**src/rtl/jt6295_cmd_tx_pkg.sv**
```systemverilog
// Shared definitions for the JT6295 command transmitter: FSM encodings,
// the latched request record and the CPU-port byte formats.
package jt6295_cmd_tx_pkg;

  localparam int JT6295_START_BIT  = 7;
  localparam int JT6295_STOP_SHIFT = 3;

  typedef enum logic [1:0] {
    TX_IDLE  = 2'd0,
    TX_WAIT  = 2'd1,
    TX_BYTE1 = 2'd2,
    TX_BYTE2 = 2'd3
  } tx_state_e;

  typedef enum logic [1:0] {
    WP_IDLE  = 2'd0,
    WP_SETUP = 2'd1,
    WP_LOW   = 2'd2,
    WP_GAP   = 2'd3
  } wp_state_e;

  typedef struct packed {
    logic [6:0] phrase;
    logic [3:0] ch;
    logic [3:0] att;
  } req_t;

  typedef struct packed {
    tx_state_e tx;
    wp_state_e wp;
  } dbg_t;

  function automatic logic [7:0] start_byte1(input logic [6:0] phrase);
    logic [7:0] b;
    b = {1'b0, phrase};
    b[JT6295_START_BIT] = 1'b1;
    return b;
  endfunction

  function automatic logic [7:0] start_byte2(input logic [3:0] ch, input logic [3:0] att);
    return {ch, att};
  endfunction

  // Stop byte keeps bit 7 clear so the core cannot mistake it for a phrase start.
  function automatic logic [7:0] stop_byte(input logic [3:0] ch);
    return 8'({1'b0, ch}) << JT6295_STOP_SHIFT;
  endfunction

endpackage

```
**src/rtl/jt6295_cmd_tx_if.sv**
```systemverilog
// Request port of the JT6295 command transmitter.
interface jt6295_cmd_tx_if;
  // A request transfers on a rising clk edge where req_valid & req_ready are both 1.
  // The host holds req_valid and all fields stable until that edge; the transmitter
  // latches the fields on it and ignores them afterwards.
  logic       req_valid;
  logic       req_ready;
  logic       req_stop;
  logic [6:0] req_phrase;
  logic [3:0] req_ch;
  logic [3:0] req_att;
  logic       wait_en;

  modport master (
    output req_valid, req_stop, req_phrase, req_ch, req_att, wait_en,
    input  req_ready
  );

  modport slave (
    input  req_valid, req_stop, req_phrase, req_ch, req_att, wait_en,
    output req_ready
  );
endinterface

```
**src/rtl/jt6295_wrpulse.sv**
```systemverilog
// One-byte write timer: SETUP (data presented, wrn high), LOW (strobe), GAP (recovery).
module jt6295_wrpulse
  import jt6295_cmd_tx_pkg::*;
#(
  parameter int LOW_CYC  = 4,
  parameter int HIGH_CYC = 4
) (
  input  logic       clk,
  input  logic       rst,
  input  logic       go,
  input  logic [7:0] wr_byte,
  output logic       wrn,
  output logic [7:0] dout,
  output logic       fin,
  output wp_state_e  state_dbg
);

  localparam int CMAX = (LOW_CYC > HIGH_CYC) ? LOW_CYC : HIGH_CYC;
  localparam int CW   = $clog2(CMAX + 1);

  wp_state_e     state;
  logic [CW-1:0] cnt;

  assign state_dbg = state;

  // go is only raised when idle or on the last GAP cycle, so it may pre-empt the GAP exit.
  always_ff @(posedge clk) begin
    if (rst) begin
      state <= WP_IDLE;
      wrn   <= 1'b1;
      dout  <= 8'h00;
      fin   <= 1'b0;
      cnt   <= '0;
    end else begin
      fin <= 1'b0;
      if (go) begin
        state <= WP_SETUP;
        dout  <= wr_byte;
        wrn   <= 1'b1;
      end else begin
        case (state)
          WP_SETUP: begin
            state <= WP_LOW;
            wrn   <= 1'b0;
            cnt   <= CW'(LOW_CYC - 1);
          end
          WP_LOW: begin
            if (cnt == '0) begin
              state <= WP_GAP;
              wrn   <= 1'b1;
              cnt   <= CW'(HIGH_CYC - 1);
              fin   <= (HIGH_CYC == 1);
            end else begin
              cnt <= cnt - 1'b1;
            end
          end
          WP_GAP: begin
            if (cnt == '0) begin
              state <= WP_IDLE;
            end else begin
              cnt <= cnt - 1'b1;
              fin <= (cnt == CW'(1));
            end
          end
          default: state <= WP_IDLE;
        endcase
      end
    end
  end

endmodule

```
**src/rtl/jt6295_cmd_tx.sv**
```systemverilog
// Host-side JT6295 command transmitter: accepts start/stop requests, optionally waits
// for the target channels to go idle, and sequences one or two timed byte writes.
module jt6295_cmd_tx
  import jt6295_cmd_tx_pkg::*;
#(
  parameter int LOW_CYC  = 4,
  parameter int HIGH_CYC = 4,
  parameter int TMO_W    = 16
) (
  input  logic               clk,
  input  logic               rst,
  jt6295_cmd_tx_if.slave     rq,
  input  logic [3:0]         busy,
  output logic               wrn,
  output logic [7:0]         dout,
  output logic               tx_busy,
  output logic               done,
  output logic               err,
  output dbg_t               dbg
);

  // Last waiting cycle before the counter would reach 2**TMO_W-1.
  localparam logic [TMO_W-1:0] TMO_LAST = {{(TMO_W-1){1'b1}}, 1'b0};

  tx_state_e        state;
  req_t             req_q;
  logic [TMO_W-1:0] tmo;
  logic             accept;
  logic             wait_pass;
  logic             go;
  logic [7:0]       wr_byte;
  logic             fin;
  wp_state_e        wp_state;

  assign rq.req_ready = (state == TX_IDLE) & ~rst;
  assign accept       = rq.req_valid & rq.req_ready;
  assign wait_pass    = ((busy & req_q.ch) == 4'b0000);
  assign tx_busy      = (state != TX_IDLE);
  // Stops skip BYTE1, so the byte sent from BYTE2 is always the last one.
  assign done         = fin & (state == TX_BYTE2);
  assign dbg          = '{tx: state, wp: wp_state};

  always_comb begin
    go      = 1'b0;
    wr_byte = 8'h00;
    case (state)
      TX_IDLE: begin
        if (accept && (rq.req_stop || !rq.wait_en)) begin
          go      = 1'b1;
          wr_byte = rq.req_stop ? stop_byte(rq.req_ch) : start_byte1(rq.req_phrase);
        end
      end
      TX_WAIT: begin
        if (wait_pass) begin
          go      = 1'b1;
          wr_byte = start_byte1(req_q.phrase);
        end
      end
      TX_BYTE1: begin
        if (fin) begin
          go      = 1'b1;
          wr_byte = start_byte2(req_q.ch, req_q.att);
        end
      end
      default: ;
    endcase
  end

  always_ff @(posedge clk) begin
    if (rst) begin
      state <= TX_IDLE;
      req_q <= '0;
      tmo   <= '0;
      err   <= 1'b0;
    end else begin
      err <= 1'b0;
      case (state)
        TX_IDLE: begin
          if (accept) begin
            req_q <= '{phrase: rq.req_phrase, ch: rq.req_ch, att: rq.req_att};
            tmo   <= '0;
            if (rq.req_stop)      state <= TX_BYTE2;
            else if (rq.wait_en)  state <= TX_WAIT;
            else                  state <= TX_BYTE1;
          end
        end
        TX_WAIT: begin
          if (wait_pass) begin
            state <= TX_BYTE1;
          end else if (tmo == TMO_LAST) begin
            err   <= 1'b1;
            state <= TX_IDLE;
          end else begin
            tmo <= tmo + 1'b1;
          end
        end
        TX_BYTE1: if (fin) state <= TX_BYTE2;
        TX_BYTE2: if (fin) state <= TX_IDLE;
        default:  state <= TX_IDLE;
      endcase
    end
  end

  jt6295_wrpulse #(
    .LOW_CYC  (LOW_CYC),
    .HIGH_CYC (HIGH_CYC)
  ) u_wrpulse (
    .clk       (clk),
    .rst       (rst),
    .go        (go),
    .wr_byte   (wr_byte),
    .wrn       (wrn),
    .dout      (dout),
    .fin       (fin),
    .state_dbg (wp_state)
  );

endmodule

```
**src/flat_wrapper.sv**
```systemverilog
// flat-port wrapper written by rule: the top's interface ports become plain ports
module jt6295_cmd_tx_flat import jt6295_cmd_tx_pkg::*;
#(
  parameter int LOW_CYC  = 4,
  parameter int HIGH_CYC = 4,
  parameter int TMO_W    = 16
)
  (clk, rst, busy, wrn, dout, tx_busy, done, err, dbg, rq_req_valid, rq_req_stop, rq_req_phrase, rq_req_ch, rq_req_att, rq_wait_en, rq_req_ready);
  jt6295_cmd_tx_if rq_i ();
  input  logic clk;
  input  logic rst;
  input  logic [3:0] busy;
  output logic wrn;
  output logic [7:0] dout;
  output logic tx_busy;
  output logic done;
  output logic err;
  output dbg_t dbg;
  input wire logic [$bits(rq_i.req_valid)-1:0] rq_req_valid;
  input wire logic [$bits(rq_i.req_stop)-1:0] rq_req_stop;
  input wire logic [$bits(rq_i.req_phrase)-1:0] rq_req_phrase;
  input wire logic [$bits(rq_i.req_ch)-1:0] rq_req_ch;
  input wire logic [$bits(rq_i.req_att)-1:0] rq_req_att;
  input wire logic [$bits(rq_i.wait_en)-1:0] rq_wait_en;
  output wire logic [$bits(rq_i.req_ready)-1:0] rq_req_ready;
  assign rq_i.req_valid = rq_req_valid;
  assign rq_i.req_stop = rq_req_stop;
  assign rq_i.req_phrase = rq_req_phrase;
  assign rq_i.req_ch = rq_req_ch;
  assign rq_i.req_att = rq_req_att;
  assign rq_i.wait_en = rq_wait_en;
  assign rq_req_ready = rq_i.req_ready;
  jt6295_cmd_tx #(.LOW_CYC(LOW_CYC), .HIGH_CYC(HIGH_CYC), .TMO_W(TMO_W)) u_core (.clk(clk), .rst(rst), .rq(rq_i), .busy(busy), .wrn(wrn), .dout(dout), .tx_busy(tx_busy), .done(done), .err(err), .dbg(dbg));
endmodule
```
**config.mk**
```make
export PLATFORM = sky130hd
export DESIGN_NAME = jt6295_cmd_tx_flat
export DESIGN_NICKNAME = d
export VERILOG_FILES = /design/src/rtl/jt6295_cmd_tx_pkg.sv /design/src/rtl/jt6295_cmd_tx_if.sv /design/src/rtl/jt6295_wrpulse.sv /design/src/rtl/jt6295_cmd_tx.sv /design/src/flat_wrapper.sv
export SDC_FILE = /design/constraint.sdc
export NUM_CORES = 1
export LEC_CHECK = 0
export BUFFER_PORTS_ARGS = -buffer_cell sky130_fd_sc_hd__buf_2
export CAP_MARGIN = 40
export CORE_ASPECT_RATIO = 1.4
export CORE_MARGIN = 2
export CORE_UTILIZATION = 40
export DETAILED_ROUTE_END_ITERATION = 6
export SLEW_MARGIN = 25
export SYNTH_ARGS = -nofsm -noshare
export SYNTH_HDL_FRONTEND = slang
export SYNTH_SLANG_ARGS = --single-unit
```
**constraint.sdc**
```tcl
create_clock -name clk -period 3.1 [get_ports clk]
set_input_delay 0.31 -clock clk [delete_from_list [all_inputs] [get_ports clk]]
set_output_delay 0.31 -clock clk [all_outputs]
set_load 0.005 [all_outputs]
```
==> flow_summary.yaml <==
cells_and_area:
  drive_gt1_share_pct: 20.8
  fillers: 607
  syn_to_final_growth_pct: 14.2
  diodes: 0
  final_nets: 350
global_routing:
  grt_pass1_wl_mm: 9.47
  grtUsageTotal_pct: 17.6
  met3_usage_pct: 2.96
  grt_max_degree: 31
  use_met1_pct: 20.9
  grt_pass1_vias: 2026
  antenna_found_initial: 0
  overflow: 0
  grt-busiest-layer: "met2"
  grt_util_met2_pct: 32.4
logic_synthesis:
  synth_top_area_cell: "dfxtp_1"
  synth_ff_type: "dfxtp_1"
  synth-seq-cells: 49
  syn_inst: 278
  synth-edff-count: 0
  synth_fp_nets: 311
  synth_area_mm2: 0.00238
  synth_warnings: 0
  async_flop_share_pct: 0
  synth_cell_types: 45
  yosysSeqAreaShare_pct: 41.3
  ys_top_cells_by_count: "dfxtp_1, nand2_1, o21ai_0"
  synth_area_leaders: "dfxtp_1, nand2_1, o21ai_0, a21oi_1, ha_1"
  syn_area_per_cell_um2: 8.55
  synth.most_common_cell: "dfxtp_1"
  synth_top_area_share_pct: 41.3
timing:
  final.setup_skew_ns: 0.00312
  fin_crit_sh_pct: 69.1
  tns_ns: 0
  finalSetupViolations: 0
  relSlewSlack_pct: 59.5
  period_needed_ns: 2.14
  rsz0062_at_grt: "false"
  drv_slew: 0
  tightest_slew_ns: 0.606
  fmax_ghz: 0.467
  hold_viol: 0
clock_tree:
  ctsHoldBuffers: 0
  post-cts-setup-buffers: 0
  clk_path_buf_depth: 2
  numCtsBuffers: 5
  cts.sinks: 49
  tritoncts: "yes"
  cts_resized: 0
  clk_pin_slew_ns: 0.09
  cts_root_buffer: "clkbuf_8"
  clk_latency_ns: 0.30
  htree_levels: 2
drt:
  first_pass_iters: 4
  drtIter0Drc: 90
  wl_per_cell_um: 14.1
  drc: 0
  drtAntennaViolNets: 0
  vias: 2130
  routed_wl_mm: 5.49
  via_per_inst: 5.49
worst_hold_path:
  hold_class: "primary input to flip-flop"
  hold_start: "rq_req_att[0]"
floorplan:
  dieArea_mm2: 0.00658
  start_util_pct: 41.1
  coreArea_mm2: 0.00578
  die_h_um: 95.2
  rows: 33
  pin_count: 41
  die_x_um: 69.1
critical_path:
  cp.buffers_inverters: 0
  crit_fanout: 17
  critPathTopFamily: "simple AND/OR/NAND/NOR gates"
  worstSetupPathType: "flip-flop to flip-flop"
  required_ns: 3.28
  cp-start-kind: "flip-flop"
  critPathCaptureType: "flip-flop"
  critPathSlowestCell: "or3_1"
  crit_start: "u_core.state[1]"
  timing.rr.start: "u_core.state[1]"
  crit_path_cell_trace: "nand2b_1 -> and3b_1 -> or3_1 -> nor4_1 -> a211oi_1"
  arrival_ns: 2.33
  slowest_delay_ns: 0.62
place:
  dp_hpwl_mm: 4.12
  port_buffers: 40
  gp_congestion: 0.775
pwr:
  total_power_mw: 1.36
  p_leak_nw: 1.03
  vdd_ir_drop_max_mv: 0.288
  p_per_area_mw_per_mm2: 500
flow_run:
  drv_cap: 0
outcome:
  status: "finished, final reports clean"
-- path summary, 6_finish.rpt --
kind | endpoint | slack [ns] | cells past startpoint
worst max-delay path | u_core.u_wrpulse.cnt[0] | 0.96 | 5
worst max register to register | u_core.u_wrpulse.cnt[0] | 0.96 | 5
worst min register to register | u_core.req_q[14] | 0.46 | 2
worst min-delay path | u_core.req_q[0] | 0.20 | 3
-- sequential cells by signal, indices dropped and copies added, names as in the netlist --
register and cells:
u_core.u_wrpulse.wrn 1, u_core.tmo 16, u_core.u_wrpulse.state_dbg 2, u_core.u_wrpulse.dout 8, u_core.req_q 15, u_core.u_wrpulse.cnt 3
u_core.err 1, u_core.u_wrpulse.fin 1, u_core.state 2
-- cells by family (layout without fill, tap and decap cells) --
group	after synthesis	after routing	share of synthesized area [%]
muxes	4	4	1.90
AOI/OAI and AO/OA	83	83	23.2
xor gates and xnor gates	1	1	0.369
adders and majority gates	9	9	4.74
buffers and inverters	22	62	4.42
and+or+nand+nor	110	110	24.1
DFF	49	49	41.3
-- metrics by stage --
stage	cell area, um2	cells	utilization (%)	setup WS (ns)	hold WS, ns
floorplan	2380	278	-	1.25	0.419
global placement	2620	379	45.4	0.981	0.445
detailed placement	2620	379	45.4	0.923	0.451
CTS	2710	387	46.9	0.849	0.193
global route	2710	388	46.9	0.736	0.201
finish	2710	388	46.9	0.957	0.203
-- report_power, final --
group | switching, mW | internal [mW] | total (mW)
clock network | 0.212 | 0.156 | 0.368
registers | 0.0373 | 0.679 | 0.716
logic | 0.158 | 0.114 | 0.273
-- placed cells by master (no fill, tap or decap), drive strengths merged, types with 2 or more instances in the layout --
cell	Yosys	final
nand3	8	8
o31ai	4	4
clkbuf	7	5
or2	2	2
inv	9	9
nor2b	3	3
nand2	42	42
a311oi	2	2
and4	4	4
nor3	3	3
nor2	16	16
and3	4	4
a21oi	24	24
mux2	4	4
ha	9	9
a222oi	4	4
buf	6	45
clkinv	0	2
or3	11	11
nand4	2	2
and2	2	2
or4	5	5
nand2b	3	3
a211oi	8	8
a22oi	5	5
dfxtp	49	49
o21ai	26	26
o211ai	3	3
o22ai	2	2
-- metal layers --
| metal | vias to the layer above | share of wire, % |
|---|---|---|
| met2 | 35 | 51 |
| li1 | 1085 | - |
| met1 | 1002 | 44 |
| met4 | 0 | 1.6 |
| met5 | - | 0 |
| met3 | 8 | 2.9 |
-- tightest hold or removal path: stages --
cell and delay, ns:
buf_2 0.07, nand2_1 0.03, o21ai_0 0.05
-- layout make-up --
cell class / instances / area, um2 / area share [%]
clock buffers: 5 / 68.8 / 2.54
clock inverters: 3 / 17.5 / 0.645
multi-input cells: 207 / 1290 / 47.5
flip-flops and latches: 49 / 981 / 36.1
inverters: 9 / 33.8 / 1.24
well taps: 70 / 87.6 / 3.23
repair buffers: 45 / 235 / 8.67
Note: power is estimated with default switching activity, not from simulation.
